### src/rtl/riscv_imm_gen_pipe.sv
// Registered RISC-V immediate-generation stage with a 2-entry skid buffer.
// Define RISCV_IMM_TARGET_EN to register pc + imm into out_target; otherwise out_target stays 0.
module riscv_imm_gen_pipe #(
  parameter int WORD_LENGTH = 32,
  parameter int TAG_WIDTH   = 4
) (
  input  logic                   clk,
  input  logic                   rst,
  input  logic                   in_valid,
  output logic                   in_ready,
  input  logic [31:0]            in_inst,
  input  logic [WORD_LENGTH-1:0] in_pc,
  input  logic [TAG_WIDTH-1:0]   in_tag,
  output logic                   out_valid,
  input  logic                   out_ready,
  output logic [31:0]            out_inst,
  output logic [WORD_LENGTH-1:0] out_pc,
  output logic [TAG_WIDTH-1:0]   out_tag,
  output logic [2:0]             out_fmt,
  output logic [WORD_LENGTH-1:0] out_imm,
  output logic [WORD_LENGTH-1:0] out_target
);

  localparam logic [2:0] FMT_NONE = 3'd0;
  localparam logic [2:0] FMT_I    = 3'd1;
  localparam logic [2:0] FMT_S    = 3'd2;
  localparam logic [2:0] FMT_B    = 3'd3;
  localparam logic [2:0] FMT_J    = 3'd4;
  localparam logic [2:0] FMT_U    = 3'd5;
  localparam logic [2:0] FMT_Z    = 3'd6;

  localparam logic [6:0] OP_LOAD   = 7'b0000011;
  localparam logic [6:0] OP_IMM    = 7'b0010011;
  localparam logic [6:0] OP_JALR   = 7'b1100111;
  localparam logic [6:0] OP_SYSTEM = 7'b1110011;
  localparam logic [6:0] OP_STORE  = 7'b0100011;
  localparam logic [6:0] OP_BRANCH = 7'b1100011;
  localparam logic [6:0] OP_JAL    = 7'b1101111;
  localparam logic [6:0] OP_LUI    = 7'b0110111;
  localparam logic [6:0] OP_AUIPC  = 7'b0010111;

  typedef struct packed {
    logic [31:0]            inst;
    logic [WORD_LENGTH-1:0] pc;
    logic [TAG_WIDTH-1:0]   tag;
    logic [2:0]             fmt;
    logic [WORD_LENGTH-1:0] imm;
    logic [WORD_LENGTH-1:0] target;
  } entry_t;

  entry_t             out_q, skid_q, dec_entry;
  logic               skid_valid;
  logic               in_fire;
  logic [2:0]         dec_fmt;
  logic signed [31:0] dec_raw;
  logic [WORD_LENGTH-1:0] dec_imm, dec_target;

  // Every immediate except Z fits in 32 signed bits; widen once at the end.
  always_comb begin
    dec_fmt = FMT_NONE;
    dec_raw = '0;
    dec_imm = '0;
    case (in_inst[6:0])
      OP_LOAD, OP_IMM, OP_JALR: begin
        dec_fmt = FMT_I;
        dec_raw = 32'($signed(in_inst[31:20]));
      end
      OP_SYSTEM: begin
        if (in_inst[14]) begin
          dec_fmt = FMT_Z;
        end else begin
          dec_fmt = FMT_I;
          dec_raw = 32'($signed(in_inst[31:20]));
        end
      end
      OP_STORE: begin
        dec_fmt = FMT_S;
        dec_raw = 32'($signed({in_inst[31:25], in_inst[11:7]}));
      end
      OP_BRANCH: begin
        dec_fmt = FMT_B;
        dec_raw = 32'($signed({in_inst[31], in_inst[7], in_inst[30:25], in_inst[11:8], 1'b0}));
      end
      OP_JAL: begin
        dec_fmt = FMT_J;
        dec_raw = 32'($signed({in_inst[31], in_inst[19:12], in_inst[20], in_inst[30:21], 1'b0}));
      end
      OP_LUI, OP_AUIPC: begin
        dec_fmt = FMT_U;
        dec_raw = $signed({in_inst[31:12], 12'b0});
      end
      default: dec_fmt = FMT_NONE;
    endcase
    if (dec_fmt == FMT_Z) dec_imm = WORD_LENGTH'(in_inst[19:15]);
    else                  dec_imm = WORD_LENGTH'(dec_raw);
  end

`ifdef RISCV_IMM_TARGET_EN
  assign dec_target = in_pc + dec_imm;
`else
  assign dec_target = '0;
`endif

  always_comb begin
    dec_entry        = '0;
    dec_entry.inst   = in_inst;
    dec_entry.pc     = in_pc;
    dec_entry.tag    = in_tag;
    dec_entry.fmt    = dec_fmt;
    dec_entry.imm    = dec_imm;
    dec_entry.target = dec_target;
  end

  assign in_ready = ~skid_valid;
  assign in_fire  = in_valid & in_ready;

  // Output register refills when empty or draining; skid catches the one
  // entry that arrives while the output is stalled.
  always_ff @(posedge clk or posedge rst) begin
    if (rst) begin
      out_valid  <= 1'b0;
      skid_valid <= 1'b0;
      out_q      <= '0;
      skid_q     <= '0;
    end else if (!out_valid || out_ready) begin
      if (skid_valid) begin
        out_q      <= skid_q;
        out_valid  <= 1'b1;
        skid_valid <= 1'b0;
      end else if (in_fire) begin
        out_q     <= dec_entry;
        out_valid <= 1'b1;
      end else begin
        out_valid <= 1'b0;
      end
    end else if (in_fire) begin
      skid_q     <= dec_entry;
      skid_valid <= 1'b1;
    end
  end

  assign out_inst   = out_q.inst;
  assign out_pc     = out_q.pc;
  assign out_tag    = out_q.tag;
  assign out_fmt    = out_q.fmt;
  assign out_imm    = out_q.imm;
  assign out_target = out_q.target;

endmodule

### config.mk
export PLATFORM = sky130hd
export DESIGN_NAME = riscv_imm_gen_pipe
export DESIGN_NICKNAME = d
export VERILOG_FILES = /design/src/rtl/riscv_imm_gen_pipe.sv
export SDC_FILE = /design/constraint.sdc
export NUM_CORES = 1
export LEC_CHECK = 0
export CAP_MARGIN = 10
export CORE_MARGIN = 5
export CORE_UTILIZATION = 54
export DETAILED_ROUTE_END_ITERATION = 16
export PLACE_DENSITY = 0.85
export SETUP_SLACK_MARGIN = 0.1
export SYNTH_ARGS = -nofsm -noshare
export SYNTH_HDL_FRONTEND = slang
export SYNTH_SLANG_ARGS = --single-unit
### constraint.sdc
create_clock -name clk -period 15.55 [get_ports clk]
set_input_delay 1.555 -clock clk [delete_from_list [all_inputs] [get_ports clk]]
set_output_delay 1.555 -clock clk [all_outputs]
set_load 0.02 [all_outputs]
==> summary.md, run 1 <==
| Metric | Value |
|---|---|
| Clock share of power | 0.317 |
| CTS tree | built |
| DRC | 0 |
| Crit-path cells | inv_2, clkdlybuf4s50_1 |
| Ys flop type | dfrtp_1 |
| CTS max path bufs | 3 |
| Switching share of power | 0.308 |
| EDFF count, synth | 0 |
| # Post-CTS Setup Buffers | 0 |
| Final hold vios | 0 |
| Total die area | approximately 20000 um2 |
| Final ANT Viol Nets | 0 |
| Post-synth ARST share | 1.00 |
| Sequential Power Share | 0.449 |
| Top Ports | between 200 and 250 |
| Syn. warnings | 0 |
| Max-cap viol count | 0 |
| Fin cells | about 1400 |
| Post-DP HPWL | around 15 mm |
| Post-Route Setup TNS | 0 ns |
| PwrDens | 135 nW/um2 |
| Max-slew violations | 0 |
| Pint | around 1.1 mW |
| Final setup fails | 0 |
| Slowest stage cell, crit path | clkdlybuf4s50_1 |
| Starting Density | 0.553 |
| Sink Count | approximately 210 |
| Busiest layer in global routing | met2 |
| Layout cells sized above 1 | 0.0495 |
| Grt ovf | 0 |
| Placed Cells | roughly 1300 |
| H-tree depth | 1 |
| Crit Path Max Fanout | 33 |
| NumNets Final | roughly 1200 |
| Seq. cell area | ~5200 um2 |
| RR Startpoint | skid_valid |
| Antenna diodes | 0 |
| Worst Setup SP | skid_valid |
| Cells after synthesis | around 980 |
| Largest stage delay on the critical path | ~0.74 ns |
| Total power | 1.57 mW |
| Delay-heaviest family, CP | buffers and inverters |
| DIE HEIGHT | between 100 and 150 um |
| Area delta synth->final | 26.3% |
| Status | finished clean |
| Port-buffer cells | about 180 |
| Number of synthesized register bits | approximately 210 |
| Synth area leaders | dfrtp_1 57%, nand2_1 13%, mux2i_1 7.4% |
| Worst setup SP type | flip-flop |
| Vias per std cell | between 5 and 6 |
| Fin crit period | 4.02 ns |
| Tot GR Track Use | 0.231 |
| Vias | approximately 7400 |
| Min-delay src | out_fmt[0] |
| Cts repair resizes | 0 |
| R2R Setup Slk | between 10 and 15 ns |
| Pleak | around 5.3 nW |
| Fin area | roughly 12000 um2 |
| Cell taking the most area after synthesis | dfrtp_1 |
| Seq/Total Area, Yosys | 0.566 |
| GR Util met3 | 0.0354 |
| # rows | between 40 and 50 |
| Vias in the first global route | just over 7000 |
| Critical path buffers and inverters | 2 |
| HP Class | reg2reg |
| Clock latency on the worst-skew pair | 0.51 ns |
| Dpl cell area | ~11000 um2 |
| Hold_buf cts | 0 |
| Crit. End Element | primary output |
| Setup WS pre-CTS | between 10 and 15 ns |
| Max Clk Rate | ~0.25 GHz |
| WP data arrival | around 2.5 ns |
| Routability cong. | 0.778 |
| Netlist cell types | 38 |
| VDD IR max | a little over 0.1 mV |
| Synth top area share | 0.566 |
| Wire length per cell | approximately 17 um |
| Pre-antenna DRT Iters | 4 |
| Max transition margin | 0.315 |
| GR Layer Usage met2 | 0.388 |
| Worst-path clk slew | approximately 0.060 ns |
| Unrepaired setup endpoints after global routing | no |
| Synth Area per Inst | 9.43 um2 |
| Actual slew at the worst max-slew pin | between 1 and 1.5 ns |
| Final Cycle Share | 0.259 |
| CTS buffer count | 22 |
| FILL cells | 1279 |
| Met1 Use GR | 0.321 |
| Crit path kind | reg2out |
| Initial drt markers | approximately 710 |
| Switching power | about 480 uW |
| Post-Synthesis Cell Area | about 9000 um2 |
| Gate power share | 0.235 |
| CTS Root Cell | clkbuf_16 |
| Post-Route WL | approximately 23 mm |
| Setup Skew | roughly 0.024 ns |
| Largest net degree at the start of global routing | 136 |
| Worst EP required | around 14 ns |
| Multi-input gate area | approximately 3600 um2 |
| Setup ws final | 11.53 ns |
| Die W | 141 um |
| Global-route wire length before repair | 37.8 mm |
| Core ar. | 16600 um2 |
| Initial antenna violation count | 0 |
cells in the mapped netlist (all sizes together) (2+ instances only):
master    n
o311ai    2
nand2b    2
nor2b     6
nand3     3
clkbuf   37
and2      2
a221oi    2
a31oi     2
a221o     6
o21ai    82
a22o     10
mux2      2
a211oi   24
buf      58
nand2   312
dfrtp   208
inv       3
and3b     3
mux2i    68
and3      7
o22ai     4
nor3     26
a21oi    36
nor2     62
metal layers:
layer | wire (um) | share of wire | vias to the layer above
met5 | 0 | 0 | -
met4 | 418 | 0.018 | 0
met3 | 1610 | 0.068 | 32
met2 | 11400 | 0.48 | 278
met1 | 10100 | 0.43 | 3641
li1 | - | - | 3479
logic make-up after synthesis:
kind of cell	count (synthesis)	share of synthesized area
buffers and inverters	98	0.0564
flip-flops	208	0.566
AO/OA/AOI/OAI	170	0.110
multiplexers	70	0.0764
AND/OR/NAND/NOR	428	0.191
other	1	0.000408
power groups by stage:
| stage | clock (mW) | sequential [mW] | combinational [mW] |
|---|---|---|---|
| final | 0.498 | 0.706 | 0.370 |
| after global routing | 0.529 | 0.718 | 0.404 |
| after CTS | 0.507 | 0.706 | 0.373 |
| after detailed placement | 0 | 0.713 | 0.371 |
| after global placement | 0 | 0.709 | 0.361 |
| after floorplan | 0 | 0.760 | 0.153 |
placed cells by master, fill, tap and decap left out, drive strengths merged, types with 4 or more instances in the layout:
cell	Yosys	layout
clkdlybuf4s50	0	176
conb	1	32
a211oi	24	24
a221o	6	6
clkinv	0	8
nor2b	6	6
clkbuf	37	30
dfrtp	208	208
o22ai	4	4
nor2	62	62
nand2	312	312
nor3	26	26
buf	58	6
and3	7	7
mux2i	68	68
o21ai	82	82
a21oi	36	36
a22o	10	10
area by class of cell:
cell class / instances / area share
well taps: 220 / 0.0237
clock inverters: 9 / 0.00506
inverters: 3 / 0.00162
clock buffers: 30 / 0.0543
flip-flops and latches: 208 / 0.448
repair buffers: 182 / 0.156
multi-input cells: 700 / 0.312
metrics by stage:
stage | utilization | hold slack, ns
3_3_place_gp | 0.657 | 0.451
2_1_floorplan | - | 0.441
6_report | 0.698 | 0.465
5_1_grt | 0.698 | 0.491
4_1_cts | 0.698 | 0.471
3_5_place_dp | 0.657 | 0.457
state kept, by name, indices dropped and copies added (netlist names):
signal and cells:
out_pc 32, out_tag 4, out_fmt 3, out_valid 1, skid_q 103, skid_valid 1, out_inst 32, out_imm 32
final timing paths:
| check | cells past startpoint | to |
|---|---|---|
| worst max-delay path | 2 | in_ready |
| worst min-delay path | 2 | out_fmt[0] |
| worst max register to register | 6 | skid_q[55] |
| worst min register to register | 2 | out_fmt[0] |
| max in group asynchronous | 3 | skid_valid |
| min in group asynchronous | 2 | out_pc[27] |
worst min-delay path: stages (launching register included):
cell     delay, ns
dfrtp_1       0.34
nand2_1       0.05
nand2_1       0.04
Power figures use the tool's default switching activity.
==> inputs of run 2 (changes only) <==
CORE_UTILIZATION = 51   (was 54)
PLACE_DENSITY = 0.81   (was 0.85)
clock period = 4.2 ns   (was 15.55 ns; I/O delays follow)
==> run 2 against run 1 <==
  * Critical path depth is the same
  * Clock-buffer cell count down 2
  * Largest power group unchanged
  * Flip-flop and latch count unchanged
  * Cell area grew 1.2%
  * Final cell count up 1.1%
  * Wire length rose by 0.93%
  * Non-clock buffer count rose by 6
  * Die area rose by 5.5%
  * Sequential power grew to 3.7 times the previous value
  * Power rose to 3.8 times the previous value
  * Worst setup slack got worse by 10 ns
==> summary.md, run 2 (synthesis gave the netlist of run 1 again) <==
| Metric | Value |
|---|---|
| Status | finished clean |
| Port-buffer cells | 176 |
| Antenna diodes | 0 |
| Commonest cells after routing, fill and taps aside | 311 x nand2_1, 207 x dfrtp_1, 176 x clkdlybuf4s50_1, 79 x o21ai_0, 68 x mux2i_1 |
| Layout cells sized above 1 | 0.0554 |
| Max Used Layer | met4 |
| # rows | 49 |
| Initial drt markers | 599 |
| HP Class | in2async |
| Setup Skew | around 0.011 ns |
| Worst setup SP type | flip-flop |
| Post-Route Setup TNS | 0 ns |
| PwrDens | between 500 and 600 nW/um2 |
| Crit-path cells | inv_2, clkdlybuf4s50_1 |
| Final setup fails | 0 |
| Post-DP HPWL | approximately 16 mm |
| Max transition margin | 0.336 |
| CTS Root Cell | clkbuf_16 |
| Slowest stage cell, crit path | dfrtp_4 |
| Top reg by flops | skid_q |
| Worst EP required | ~3.8 ns |
| Met3 wire len | ~1.8 mm |
| Crit Path Max Fanout | 38 |
| Sequential Power Share | 0.439 |
| Final hold vios | 0 |
| Clock latency on the worst-skew pair | approximately 0.50 ns |
| Crit path kind | reg2out |
| Setup WS pre-CTS | 1.28 ns |
| DRC | 0 |
| Clock share of power | 0.330 |
| CTS buffer count | 22 |
| Initial antenna violation count | 0 |
| Vias per std cell | about 5.3 |
| VDD IR max | between 0.3 and 0.4 mV |
| Placed Cells | roughly 1300 |
| Total power | 5.95 mW |
| Post-Route WL | approximately 24 mm |
| Fin crit period | around 2.9 ns |
| Unrepaired setup endpoints after global routing | no |
| Worst-path clk slew | 0.06 ns |
| Largest stage delay on the critical path | 0.72 ns |
| Final Cycle Share | 0.680 |
| Largest net degree at the start of global routing | 88 |
| Hold_buf cts | 0 |
| # Post-CTS Setup Buffers | 0 |
| Top Ports | 209 |
| Pre-antenna DRT Iters | 5 |
| Max-slew violations | 0 |
| CTS tree | built |
| NumNets Final | 1195 |
| Max-cap viol count | 0 |
| Starting Density | 0.516 |
| WP data arrival | 2.43 ns |
| Grt ovf | 0 |
| Area delta synth->final | 27.8% |
| CTS max path bufs | 3 |
| Final ANT Viol Nets | 0 |
| Core ar. | approximately 18000 um2 |
| Crit. End Element | primary output |
| Vias | 7310 |
| Cts repair resizes | 0 |
| Tot GR Track Use | 0.226 |
| Setup ws final | about 1.3 ns |
| Routability cong. | roughly 0.84 |
| H-tree depth | 1 |
| Switching power | 1.79 mW |
| Actual slew at the worst max-slew pin | 0.996 ns |
| Metal2 WL | roughly 11 mm |
| Metal-1 WL | approximately 10 mm |
| Sink Count | between 200 and 250 |
| Switching share of power | 0.301 |
| Most common cell after layout, fill and taps aside | nand2_1 |
| Fin cells | 1367 |
| Total die area | roughly 21000 um2 |
| Global-route wire length before repair | about 38 mm |
| Max reg flops | ~100 |
| Pint | ~4.2 mW |
| DIE HEIGHT | between 100 and 150 um |
| Pleak | 5.36 nW |
| Utilization after layout | 0.659 |
| Vias in the first global route | 7214 |
| Gate power share | 0.231 |
| Wire length per cell | around 17 um |
| Die W | 144 um |
| Max Clk Rate | between 0.3 and 0.4 GHz |
==> run 2: changes by cell type in the layout (fill, tap and decap cells not counted), sizes merged <==
cell,change
clkinvlp,+1
clkbuf,-2
bufinv,+2
inv,-1
buf,+6
==> run 2: power groups by stage <==
| stage | sequential [mW] | combinational, mW | clock (mW) |
|---|---|---|---|
| final | 2.61 | 1.38 | 1.96 |
| after global placement | 2.63 | 1.35 | 0 |
| after CTS | 2.61 | 1.39 | 2.00 |
| after floorplan | 2.81 | 0.569 | 0 |
| after detailed placement | 2.64 | 1.38 | 0 |
| after global routing | 2.66 | 1.51 | 2.08 |
==> run 2: routing by layer <==
metal / vias to the layer above / GRT usage
met2: 263 / 0.358
met5: - / 0
met1: 3514 / 0.326
li1: 3497 / -
met3: 36 / 0.0427
met4: 0 / 0.0530
==> run 2: layout make-up <==
class	count	area [um2]
Clock inverter	11	111
Tap cell	229	287
Timing Repair Buffer	188	1890
Sequential cell	208	5210
Inverter	3	15.0
Clock buffer	28	624
Fill cell	1392	6090
Multi-Input combinational cell	700	3620
==> run 2: final timing paths <==
check,start,endpoint,slack (ns),cells after the start
setup / recovery,skid_valid,in_ready,1.35,2
hold / removal,rst,skid_q[114],0.39,2
setup reg to reg,skid_valid,skid_q[39],1.62,6
hold reg to reg,out_fmt[0],out_fmt[0],0.47,2
max in group asynchronous,rst,out_inst[27],2.67,3
min in group clk,out_fmt[0],out_fmt[0],0.47,2
==> run 2: stage by stage <==
step           hold WS, ns  instance area [um2]
6_report             0.394                11800
3_3_place_gp         0.454                11000
3_5_place_dp         0.460                11000
4_1_cts              0.404                11800
5_1_grt              0.456                11800
2_1_floorplan        0.441                 9320
==> run 2: critical path: cells and delay by family (launching register included) <==
family	cells	cell delay, ns
flops	1	0.72
buf+inv	2	1.20
==> inputs of run 3 (changes only) <==
clock period = 2.9 ns   (was 4.2 ns; I/O delays follow)
==> run 3 against run 2 <==
  * Die area is the same
  * Clock power grew 50%
  * First-iteration DRC count shrank 2.2%
  * Largest cell class unchanged
  * Final cell count grew 0.66%
  * Sequential power grew 45%
  * Power grew 48%
==> summary.md, run 3 (synthesis gave the netlist of run 1 again) <==
| Metric | Value |
|---|---|
| Vias per std cell | 5.45 |
| Crit path kind | reg2out |
| CTS tree | built |
| Fin crit period | about 2.4 ns |
| Clock latency on the worst-skew pair | ~0.5 ns |
| DIE HEIGHT | ~140 um |
| Most common cell after layout, fill and taps aside | nand2_1 |
| Global-route wire length before repair | between 30 and 40 mm |
| Met3 wire len | 2.01 mm |
| Initial drt markers | a little under 600 |
| Largest stage delay on the critical path | ~0.70 ns |
| Hold_buf cts | 0 |
| # Post-CTS Setup Buffers | 0 |
| Core ar. | 17800 um2 |
| Layout cells sized above 1 | 0.0619 |
| Multi-input gate area | 3620 um2 |
| HP Class | in2async |
| Worst hold slack | ~0.18 ns |
| Area delta synth->final | 29.7% |
| Setup ws final | roughly 0.5 ns |
| Tot GR Track Use | 0.232 |
| Grt ovf | 0 |
| DRC | 0 |
| Worst EP required | 2.61 ns |
| Reg2reg end | out_imm[23] |
| Pre-antenna DRT Iters | 5 |
| WP data arrival | 2.12 ns |
| CTS Root Cell | clkbuf_16 |
| Worst Setup SP | skid_valid |
| Starting Density | 0.516 |
| Crit-path cells | inv_2, clkdlybuf4s50_1 |
| Post-Route WL | 24.6 mm |
| Final Cycle Share | 0.830 |
| Max Clk Rate | between 0.4 and 0.5 GHz |
| PwrDens | 736 nW/um2 |
| RR Startpoint | skid_valid |
| Top reg by flops | skid_q |
| Cts repair resizes | 0 |
| Setup Skew | between 0.01 and 0.015 ns |
| Initial antenna violation count | 0 |
| Port-buffer cells | approximately 180 |
| Status | finished clean |
| Commonest cells after routing, fill and taps aside | 311 x nand2_1, 207 x dfrtp_1, 176 x clkdlybuf4s50_1, 79 x o21ai_0, 68 x mux2i_1 |
| WP depth | 2 |
| Max-cap viol count | 0 |
| Crit Path Max Fanout | 18 |
| Top Ports | around 210 |
| Max-slew violations | 0 |
| FILL cells | approximately 1300 |
| R2R Setup Slk | between 0.5 and 0.6 ns |
| Post-DP HPWL | between 15 and 20 mm |
| Die W | 144 um |
| Metal-1 WL | 10.2 mm |
| CTS buffer count | 23 |
| Worst-path clk slew | around 0.060 ns |
| Routability cong. | ~0.84 |
| Metal2 WL | 11.8 mm |
| NumNets Final | 1205 |
| Final hold vios | 0 |
| Delay-heaviest family, CP | buffers and inverters |
| Crit path to | in_ready |
| Worst setup SP type | flip-flop |
| Max Used Layer | met4 |
| Final setup fails | 0 |
| Vias | between 7000 and 8000 |
| Max reg flops | around 100 |
| Largest net degree at the start of global routing | 71 |
| Unrepaired setup endpoints after global routing | no |
| Setup WS pre-CTS | between 0.2 and 0.25 ns |
| Max transition margin | 0.255 |
| Slowest stage cell, crit path | clkdlybuf4s50_1 |
| Vias in the first global route | roughly 7500 |
| H-tree depth | 1 |
| VDD IR max | around 0.46 mV |
| Sink Count | ~210 |
| Antenna diodes | 0 |
| Final ANT Viol Nets | 0 |
| # rows | between 40 and 50 |
| Crit. End Element | primary output |
| CTS max path bufs | 3 |
| Total die area | around 21000 um2 |
| Critical path buffers and inverters | 2 |
| Register-to-Register Path Depth | 4 |
| Actual slew at the worst max-slew pin | about 1.1 ns |
| Wire length per cell | 17.9 um |
| Seq. cell area | ~5200 um2 |
| Pleak | approximately 5.4 nW |
| Total power | 8.78 mW |
-- run 3: cell types whose count changed in the layout (fill, tap and decap cells not counted) --
cell | before | now
buf_12 | 3 | 9
buf_4 | 9 | 11
clkinv_2 | 7 | 5
buf_16 | 0 | 1
bufinv_16 | 2 | 3
clkbuf_1 | 2 | 3
clkbuf_8 | 3 | 2
clkinv_4 | 1 | 0
clkinvlp_4 | 2 | 3
inv_6 | 0 | 1
-- run 3: area by class of cell --
class / count / share of cell area
Sequential cell: 208 / 0.436
Multi-Input combinational cell: 700 / 0.303
Timing Repair Buffer: 197 / 0.172
Clock buffer: 28 / 0.0515
Tap cell: 229 / 0.0240
Clock inverter: 11 / 0.0116
Inverter: 3 / 0.00126
-- run 3: layer usage --
| metal | GRT usage | vias up |
|---|---|---|
| met5 | 0 | - |
| met4 | 0.0766 | 0 |
| li1 | - | 3507 |
| met2 | 0.373 | 308 |
| met3 | 0.0390 | 54 |
| met1 | 0.323 | 3633 |
-- run 3: worst min path at each step --
stage          startpoint     endpoint  slack [ns]  depth (start not counted)
2_1_floorplan   in_pc[29]  skid_q[100]        0.40                          2
3_3_place_gp   out_fmt[0]   out_fmt[0]        0.45                          2
3_5_place_dp   out_fmt[0]   out_fmt[0]        0.46                          2
4_1_cts               rst   skid_q[99]        0.18                          2
6_report              rst  out_inst[9]        0.18                          2
5_1_grt               rst   skid_q[99]        0.20                          2
-- run 3: worst register-to-register path, cell delays in order, from the launching register on --
cell and delay [ns]:
dfrtp_4 0.62, nor2b_1 0.32, nand2_1 0.19, a21oi_1 0.80
a211oi_1 0.22
-- run 3: metrics by stage --
stage                      util  cell area [um2]  cells  TNS (ns)
after floorplan               -             9320   1006    -18.77
after global placement    0.625            11200   1336         0
after detailed placement  0.625            11200   1336         0
after CTS                 0.667            11900   1375         0
after global routing      0.669            11900   1376         0
final                     0.669            11900   1376         0
-- run 3: power by group --
group | switching [mW] | internal, mW
logic | 1.15 | 0.917
registers | 0.331 | 3.45
clock network | 1.17 | 1.77
total | 2.65 | 6.14
